==> src/rtl/ex_stage_fu.sv <==
// ex_stage_fu: execute stage between ID and MEM.
//   ALU-class ops (in_fu_sel == 0) are registered straight into the output
//   stage with latency 1. Multi-cycle ops are issued to external functional
//   unit k (the lowest set bit of in_fu_sel) over a valid/ready request. The
//   stage then waits for that unit's response and registers it as the result.
// Ports:
//   clk, rst (async, active-low), flush (sync kill)
//   in_*          upstream op and its valid/ready handshake
//   fu_req_*      per-FU request valid/ready plus shared operands
//   fu_resp_*     per-FU response valid/ready plus packed result data
//   busy          a multi-cycle op is outstanding (including a drain)
//   out_*         registered payload with its valid/ready handshake
module ex_stage_fu #(
  parameter int unsigned     XLEN   = 32,
  parameter int unsigned     DEST_W = 5,
  parameter int unsigned     NUM_FU = 2,
  parameter int unsigned     SIDE_W = 16,
  parameter logic [XLEN-1:0] PC_RST = XLEN'(32'h1c000000)
) (
  input  logic                   clk,
  input  logic                   rst,
  input  logic                   flush,
  input  logic                   in_valid,
  output logic                   in_ready,
  input  logic [XLEN-1:0]        in_pc,
  input  logic [XLEN-1:0]        in_src1,
  input  logic [XLEN-1:0]        in_src2,
  input  logic [XLEN-1:0]        in_alu_res,
  input  logic [NUM_FU-1:0]      in_fu_sel,
  input  logic                   in_gr_we,
  input  logic [DEST_W-1:0]      in_dest,
  input  logic [SIDE_W-1:0]      in_side,
  output logic [NUM_FU-1:0]      fu_req_valid,
  input  logic [NUM_FU-1:0]      fu_req_ready,
  output logic [XLEN-1:0]        fu_req_src1,
  output logic [XLEN-1:0]        fu_req_src2,
  input  logic [NUM_FU-1:0]      fu_resp_valid,
  input  logic [NUM_FU*XLEN-1:0] fu_resp_data,
  output logic [NUM_FU-1:0]      fu_resp_ready,
  output logic                   busy,
  output logic                   out_valid,
  input  logic                   out_ready,
  output logic [XLEN-1:0]        out_pc,
  output logic [XLEN-1:0]        out_result,
  output logic                   out_gr_we,
  output logic [DEST_W-1:0]      out_dest,
  output logic [SIDE_W-1:0]      out_side
);

  localparam int unsigned K_W = (NUM_FU > 1) ? $clog2(NUM_FU) : 1;

  typedef enum logic [1:0] {S_IDLE, S_REQ, S_RESP, S_DRAIN} state_e;

  state_e              state_q, state_d;
  logic [K_W-1:0]      k_q, k_d;
  logic [XLEN-1:0]     lat_pc_q, lat_pc_d;
  logic [XLEN-1:0]     lat_src1_q, lat_src1_d;
  logic [XLEN-1:0]     lat_src2_q, lat_src2_d;
  logic                lat_gr_we_q, lat_gr_we_d;
  logic [DEST_W-1:0]   lat_dest_q, lat_dest_d;
  logic [SIDE_W-1:0]   lat_side_q, lat_side_d;
  logic                out_valid_q, out_valid_d;
  logic [XLEN-1:0]     out_pc_q, out_pc_d;
  logic [XLEN-1:0]     out_result_q, out_result_d;
  logic                out_gr_we_q, out_gr_we_d;
  logic [DEST_W-1:0]   out_dest_q, out_dest_d;
  logic [SIDE_W-1:0]   out_side_q, out_side_d;

  logic [NUM_FU-1:0]   sel_oh;
  logic [K_W-1:0]      in_k;
  logic [XLEN-1:0]     resp_data;
  logic                out_free, fire_in, fire_out, is_fu, req_fire, resp_fire;

  assign sel_oh        = NUM_FU'(1) << k_q;
  assign out_free      = !out_valid_q || out_ready;
  assign in_ready      = (state_q == S_IDLE) && out_free && !flush;
  assign fire_in       = in_valid && in_ready;
  assign fire_out      = out_valid_q && out_ready;
  assign is_fu         = |in_fu_sel;
  assign fu_req_valid  = (state_q == S_REQ) ? sel_oh : '0;
  // A drain always accepts: the result is discarded, so output backpressure is irrelevant.
  assign fu_resp_ready = (((state_q == S_RESP) && out_free) || (state_q == S_DRAIN)) ? sel_oh : '0;
  assign req_fire      = |(fu_req_valid & fu_req_ready);
  assign resp_fire     = |(fu_resp_valid & fu_resp_ready);
  assign fu_req_src1   = lat_src1_q;
  assign fu_req_src2   = lat_src2_q;
  assign busy          = (state_q != S_IDLE);

  assign out_valid  = out_valid_q;
  assign out_pc     = out_pc_q;
  assign out_result = out_result_q;
  assign out_gr_we  = out_gr_we_q;
  assign out_dest   = out_dest_q;
  assign out_side   = out_side_q;

  // Lowest set select bit wins: scan from the top so the last write is the lowest index.
  always_comb begin
    in_k = '0;
    for (int unsigned i = 0; i < NUM_FU; i++) begin
      if (in_fu_sel[NUM_FU-1-i]) in_k = K_W'(NUM_FU-1-i);
    end
  end

  always_comb begin
    resp_data = '0;
    for (int unsigned i = 0; i < NUM_FU; i++) begin
      if (K_W'(i) == k_q) resp_data = fu_resp_data[i*XLEN +: XLEN];
    end
  end

  always_comb begin
    state_d      = state_q;
    k_d          = k_q;
    lat_pc_d     = lat_pc_q;
    lat_src1_d   = lat_src1_q;
    lat_src2_d   = lat_src2_q;
    lat_gr_we_d  = lat_gr_we_q;
    lat_dest_d   = lat_dest_q;
    lat_side_d   = lat_side_q;
    out_valid_d  = out_valid_q;
    out_pc_d     = out_pc_q;
    out_result_d = out_result_q;
    out_gr_we_d  = out_gr_we_q;
    out_dest_d   = out_dest_q;
    out_side_d   = out_side_q;

    if (fire_in && is_fu) begin
      k_d         = in_k;
      lat_pc_d    = in_pc;
      lat_src1_d  = in_src1;
      lat_src2_d  = in_src2;
      lat_gr_we_d = in_gr_we;
      lat_dest_d  = in_dest;
      lat_side_d  = in_side;
    end

    // A request that fires alongside flush is already owned by the FU, so its response must be drained.
    case (state_q)
      S_IDLE:  if (fire_in && is_fu) state_d = S_REQ;
      S_REQ: begin
        if (req_fire)   state_d = flush ? S_DRAIN : S_RESP;
        else if (flush) state_d = S_IDLE;
      end
      S_RESP: begin
        if (resp_fire)  state_d = S_IDLE;
        else if (flush) state_d = S_DRAIN;
      end
      S_DRAIN: if (resp_fire) state_d = S_IDLE;
      default: state_d = S_IDLE;
    endcase

    if (flush) begin
      out_valid_d = 1'b0;
    end else if (fire_in && !is_fu) begin
      out_valid_d  = 1'b1;
      out_pc_d     = in_pc;
      out_result_d = in_alu_res;
      out_gr_we_d  = in_gr_we;
      out_dest_d   = in_dest;
      out_side_d   = in_side;
    end else if ((state_q == S_RESP) && resp_fire) begin
      out_valid_d  = 1'b1;
      out_pc_d     = lat_pc_q;
      out_result_d = resp_data;
      out_gr_we_d  = lat_gr_we_q;
      out_dest_d   = lat_dest_q;
      out_side_d   = lat_side_q;
    end else if (fire_out) begin
      out_valid_d = 1'b0;
    end
  end

  always_ff @(posedge clk or negedge rst) begin
    if (!rst) begin
      state_q      <= S_IDLE;
      k_q          <= '0;
      lat_pc_q     <= '0;
      lat_src1_q   <= '0;
      lat_src2_q   <= '0;
      lat_gr_we_q  <= 1'b0;
      lat_dest_q   <= '0;
      lat_side_q   <= '0;
      out_valid_q  <= 1'b0;
      out_pc_q     <= PC_RST;
      out_result_q <= '0;
      out_gr_we_q  <= 1'b0;
      out_dest_q   <= '0;
      out_side_q   <= '0;
    end else begin
      state_q      <= state_d;
      k_q          <= k_d;
      lat_pc_q     <= lat_pc_d;
      lat_src1_q   <= lat_src1_d;
      lat_src2_q   <= lat_src2_d;
      lat_gr_we_q  <= lat_gr_we_d;
      lat_dest_q   <= lat_dest_d;
      lat_side_q   <= lat_side_d;
      out_valid_q  <= out_valid_d;
      out_pc_q     <= out_pc_d;
      out_result_q <= out_result_d;
      out_gr_we_q  <= out_gr_we_d;
      out_dest_q   <= out_dest_d;
      out_side_q   <= out_side_d;
    end
  end

endmodule
==> config.mk <==
export PLATFORM = sky130hd
export DESIGN_NAME = ex_stage_fu
export DESIGN_NICKNAME = d
export VERILOG_FILES = /design/src/rtl/ex_stage_fu.sv
export SDC_FILE = /design/constraint.sdc
export NUM_CORES = 1
export LEC_CHECK = 0
export CAP_MARGIN = 20
export CORE_AREA = 4 4 148 150
export CTS_BUF_LIST = sky130_fd_sc_hd__clkbuf_8
export DETAILED_ROUTE_END_ITERATION = 7
export DIE_AREA = 0 0 152 154
export PLACE_DENSITY = 0.83
export SYNTH_ARGS = -nofsm -noshare
export SYNTH_HDL_FRONTEND = slang
export SYNTH_SLANG_ARGS = --single-unit
==> constraint.sdc <==
create_clock -name clk -period 3.05 [get_ports clk]
set_clock_uncertainty 0.15 [all_clocks]
set_input_delay 0.7625 -clock clk [delete_from_list [all_inputs] [get_ports clk]]
set_output_delay 0.7625 -clock clk [all_outputs]
set_load 0.01 [all_outputs]
==> results.md, run 1 <==
* Outcome: finished clean
* CP max-delay cell: clkdlybuf4s50_1
* RD Place Congestion at 0.7942
* Mux cell area share after synthesis at 0.3947
* Crit Reg-Reg Endpoint: out_side[12]
* Initial antenna violation count at 0
* TritonCTS clock tree: done
* Complex-gate fraction of the synthesized area at 0.007992
* CTS buffer count at 37
* Placed cell count at 1246
* Worst reg2reg setup slack at 860 ps
* Core Rows at 53
* Setup violators final at 0
* Root buffer cell: clkbuf_8
* Final Non-Filler Cells at 1313
* Post-synthesis instance area at 0.009236 mm²
* Post-Place Worst Slack at -20.51 ps
* Sequential element share of the synthesized area at 0.5639
* CP peak stage delay at 540 ps
* Layout cells sized above 1 at 0.3671
* GRT Total Usage at 0.2147
* LEAKAGE at 5.995 nW
* Minimum clock period at 2747 ps
* ANT cells at 0
* Clk sinks at 208
* Synth Register Bits at 208
* Worst path required time at 2140 ps
* Crit-path cells: inv_1, nand2_1, nor2_1, clkdlybuf4s50_1
* Nets at 1235
* Post-route ant nets at 0
* DRC viols at 0
* Post-Synth Simple-Gate Area at 0.008805
* Max Freq at 364.0 MHz
* First-pass detailed-route iteration total at 4
* Delay-heaviest family, CP: buffers and inverters
* # resized after CTS at 0
* Post-CTS Hold Buffers at 0
* Buf/Inv on CP at 2
* Syn Nets at 819
* Largest net degree at the start of global routing at 70
* Placeable Area at 0.02069 mm²
* Post-CTS setup buffers at 0
* Synth-to-layout area growth at 55.63%
* Routed len/inst at 19.37 µm
* Slew headroom at 0.6082
* Type of origin of the critical path: register
* # H-tree levels at 2
* Critical path class: reg -> out
* Slew @ Worst Pin at 587.8 ps
* Vias in the first global route at 7217
* Crit end category: output pin
* Combinational family with the most area after synthesis: multiplexers
* Max rail drop VDD at 587.1 µV
* Fin Hold WS at 101.1 ps
* Library cells used by synthesis at 24
* RSZ-0062 raised after global routing: false
* Synthesized-area fraction occupied by adder cells at 0
* Worst Slack Setup Final at 302.8 ps
* FF-to-FF Start: state_q[1]
* Total power at 13.26 mW
* CP Data Arrival Time at 1830 ps
* Worst-path clk slew at 60 ps
* Worst reg2reg path depth at 6
* Avg Vias per Cell at 4.899
* I/O pins at 382
* Max FO, Critical Path at 7
* Die width at 152 µm
* Synth Area in XOR/XNOR at 0
* DIE AREA at 0.02341 mm²
* Clock buffer depth at 3
* First-pass GRT wire length at 40420 µm
* Worst-Skew Late Latency at 500 ps
* Vias at 6433
* DR iter-0 viols at 165
* Critical Path Source: state_q[1]
* Max-Cap Viols at 0
* Yosys warns at 0
* Post-Route WL at 25430 µm
* Final hold vios at 0
* Final period utilization at 0.9007
* IO buf count at 381
* Die Y at 154 µm
* Power per Cell Area at 922.6 mW/mm²
* Worst Hold Class: in -> async
* Cells after synthesis at 594
* Starting density of the core at 0.4464
* Post-Syn Area per Cell at 15.55 µm²
* Total grt overflow at 0
* Max-slew violations at 0
* Dpl hpwl at 19330 µm
## cells in the final DEF (no fill, tap or decap)
cell type	count
nand2_1	2
nor4b_2	1
mux2_1	40
buf_4	19
o21ai_0	1
o21ba_2	2
or2_2	1
nand3_4	1
a21oi_1	2
dfstp_2	3
clkinv_2	4
dlymetal6s2s_1	3
clkbuf_8	53
mux2i_1	2
o22ai_1	2
inv_1	12
and4_1	1
o21a_4	1
mux2_2	282
buf_12	12
dfrtp_1	205
nand2b_1	1
nor2_1	7
clkinvlp_4	1
nor2_4	1
clkdlybuf4s50_1	377
a22o_1	1
a221o_1	1
## state kept, by name (all words and copies together) (netlist names), 2 cells and up
signal / count
lat_pc_q: 32
lat_side_q: 16
fu_req_src2: 32
state_q: 2
out_side: 16
out_pc: 32
lat_dest_q: 5
fu_req_src1: 32
out_dest: 5
out_result: 32
## area by class of cell
type	count	area (µm²)
inverter	2	7.507
tap	275	344.1
fill	1504	6315
clock inverter	15	65.06
clock buffer	52	715.7
timing repair buffer	412	4208
multi-input combinational	349	3826
sequential	208	5209
## per-layer routing
| metal | share of wire | global-route usage |
|---|---|---|
| met1 | 0.38 | 0.2457 |
| met3 | 0.069 | 0.06727 |
| met4 | 0.028 | 0.07106 |
| met2 | 0.52 | 0.3829 |
| met5 | 0 | 0 |
## kinds of logic after synthesis
logic type             count (synthesis)
buffers and inverters                 37
AO/OA/AOI/OAI                         10
AND/OR/NAND/NOR                       15
multiplexers                         324
flip-flops                           208
## synth_stat cells (all sizes together)
cell | instances | share of area
mux2 | 322 | 0.39
a22o | 1 | 0.00095
inv | 2 | 0.00081
nand2b | 1 | 0.00068
nor4b | 1 | 0.0016
o21a | 1 | 0.00081
a21oi | 2 | 0.0011
a221o | 1 | 0.0011
or2 | 1 | 0.00068
nand2 | 2 | 0.00081
nand3 | 1 | 0.00054
and4 | 1 | 0.00095
dfrtp | 205 | 0.56
buf | 35 | 0.024
dfstp | 3 | 0.0085
o22ai | 2 | 0.0014
nor2 | 8 | 0.0035
o21ba | 2 | 0.0022
mux2i | 2 | 0.0022
o21ai | 1 | 0.00054
## where the power goes
part	internal (mW)	switching (mW)
sequential	4.17	0.710
clock	1.51	1.10
combinational	3.72	2.05
total	9.40	3.86
## through the flow
stage,utilization,setup TNS [ps],area (µm²)
floorplan,-,0,9236
global placement,0.6567,0,13590
detailed placement,0.6567,-114.4,13590
CTS,0.6944,0,14370
global route,0.6948,0,14380
finish,0.6948,0,14380
## worst max-delay path by stage
| stage | end | slack, ps | depth (start not counted) |
|---|---|---|---|
| after floorplan | out_pc[0] | 730 | 6 |
| after global placement | fu_resp_ready[1] | 20 | 5 |
| after detailed placement | out_side[12] | -20 | 7 |
| after CTS | fu_resp_ready[1] | 6 | 5 |
| after global routing | fu_req_valid[1] | 170 | 4 |
| final | fu_req_valid[0] | 300 | 4 |
Power figures use the tool's default switching activity.
==> run 2: changes to the inputs <==
--- a/config.mk
+++ b/config.mk
@@ -5,7 +5,7 @@
 export SDC_FILE = /design/constraint.sdc
 export NUM_CORES = 1
 export LEC_CHECK = 0
-export CAP_MARGIN = 20
+export CAP_MARGIN = 10
 export CORE_AREA = 4 4 148 150
 export CTS_BUF_LIST = sky130_fd_sc_hd__clkbuf_8
 export DETAILED_ROUTE_END_ITERATION = 7
==> results of run 2 <==
The final DEF is identical to that of run 1; final timing and power are the same.
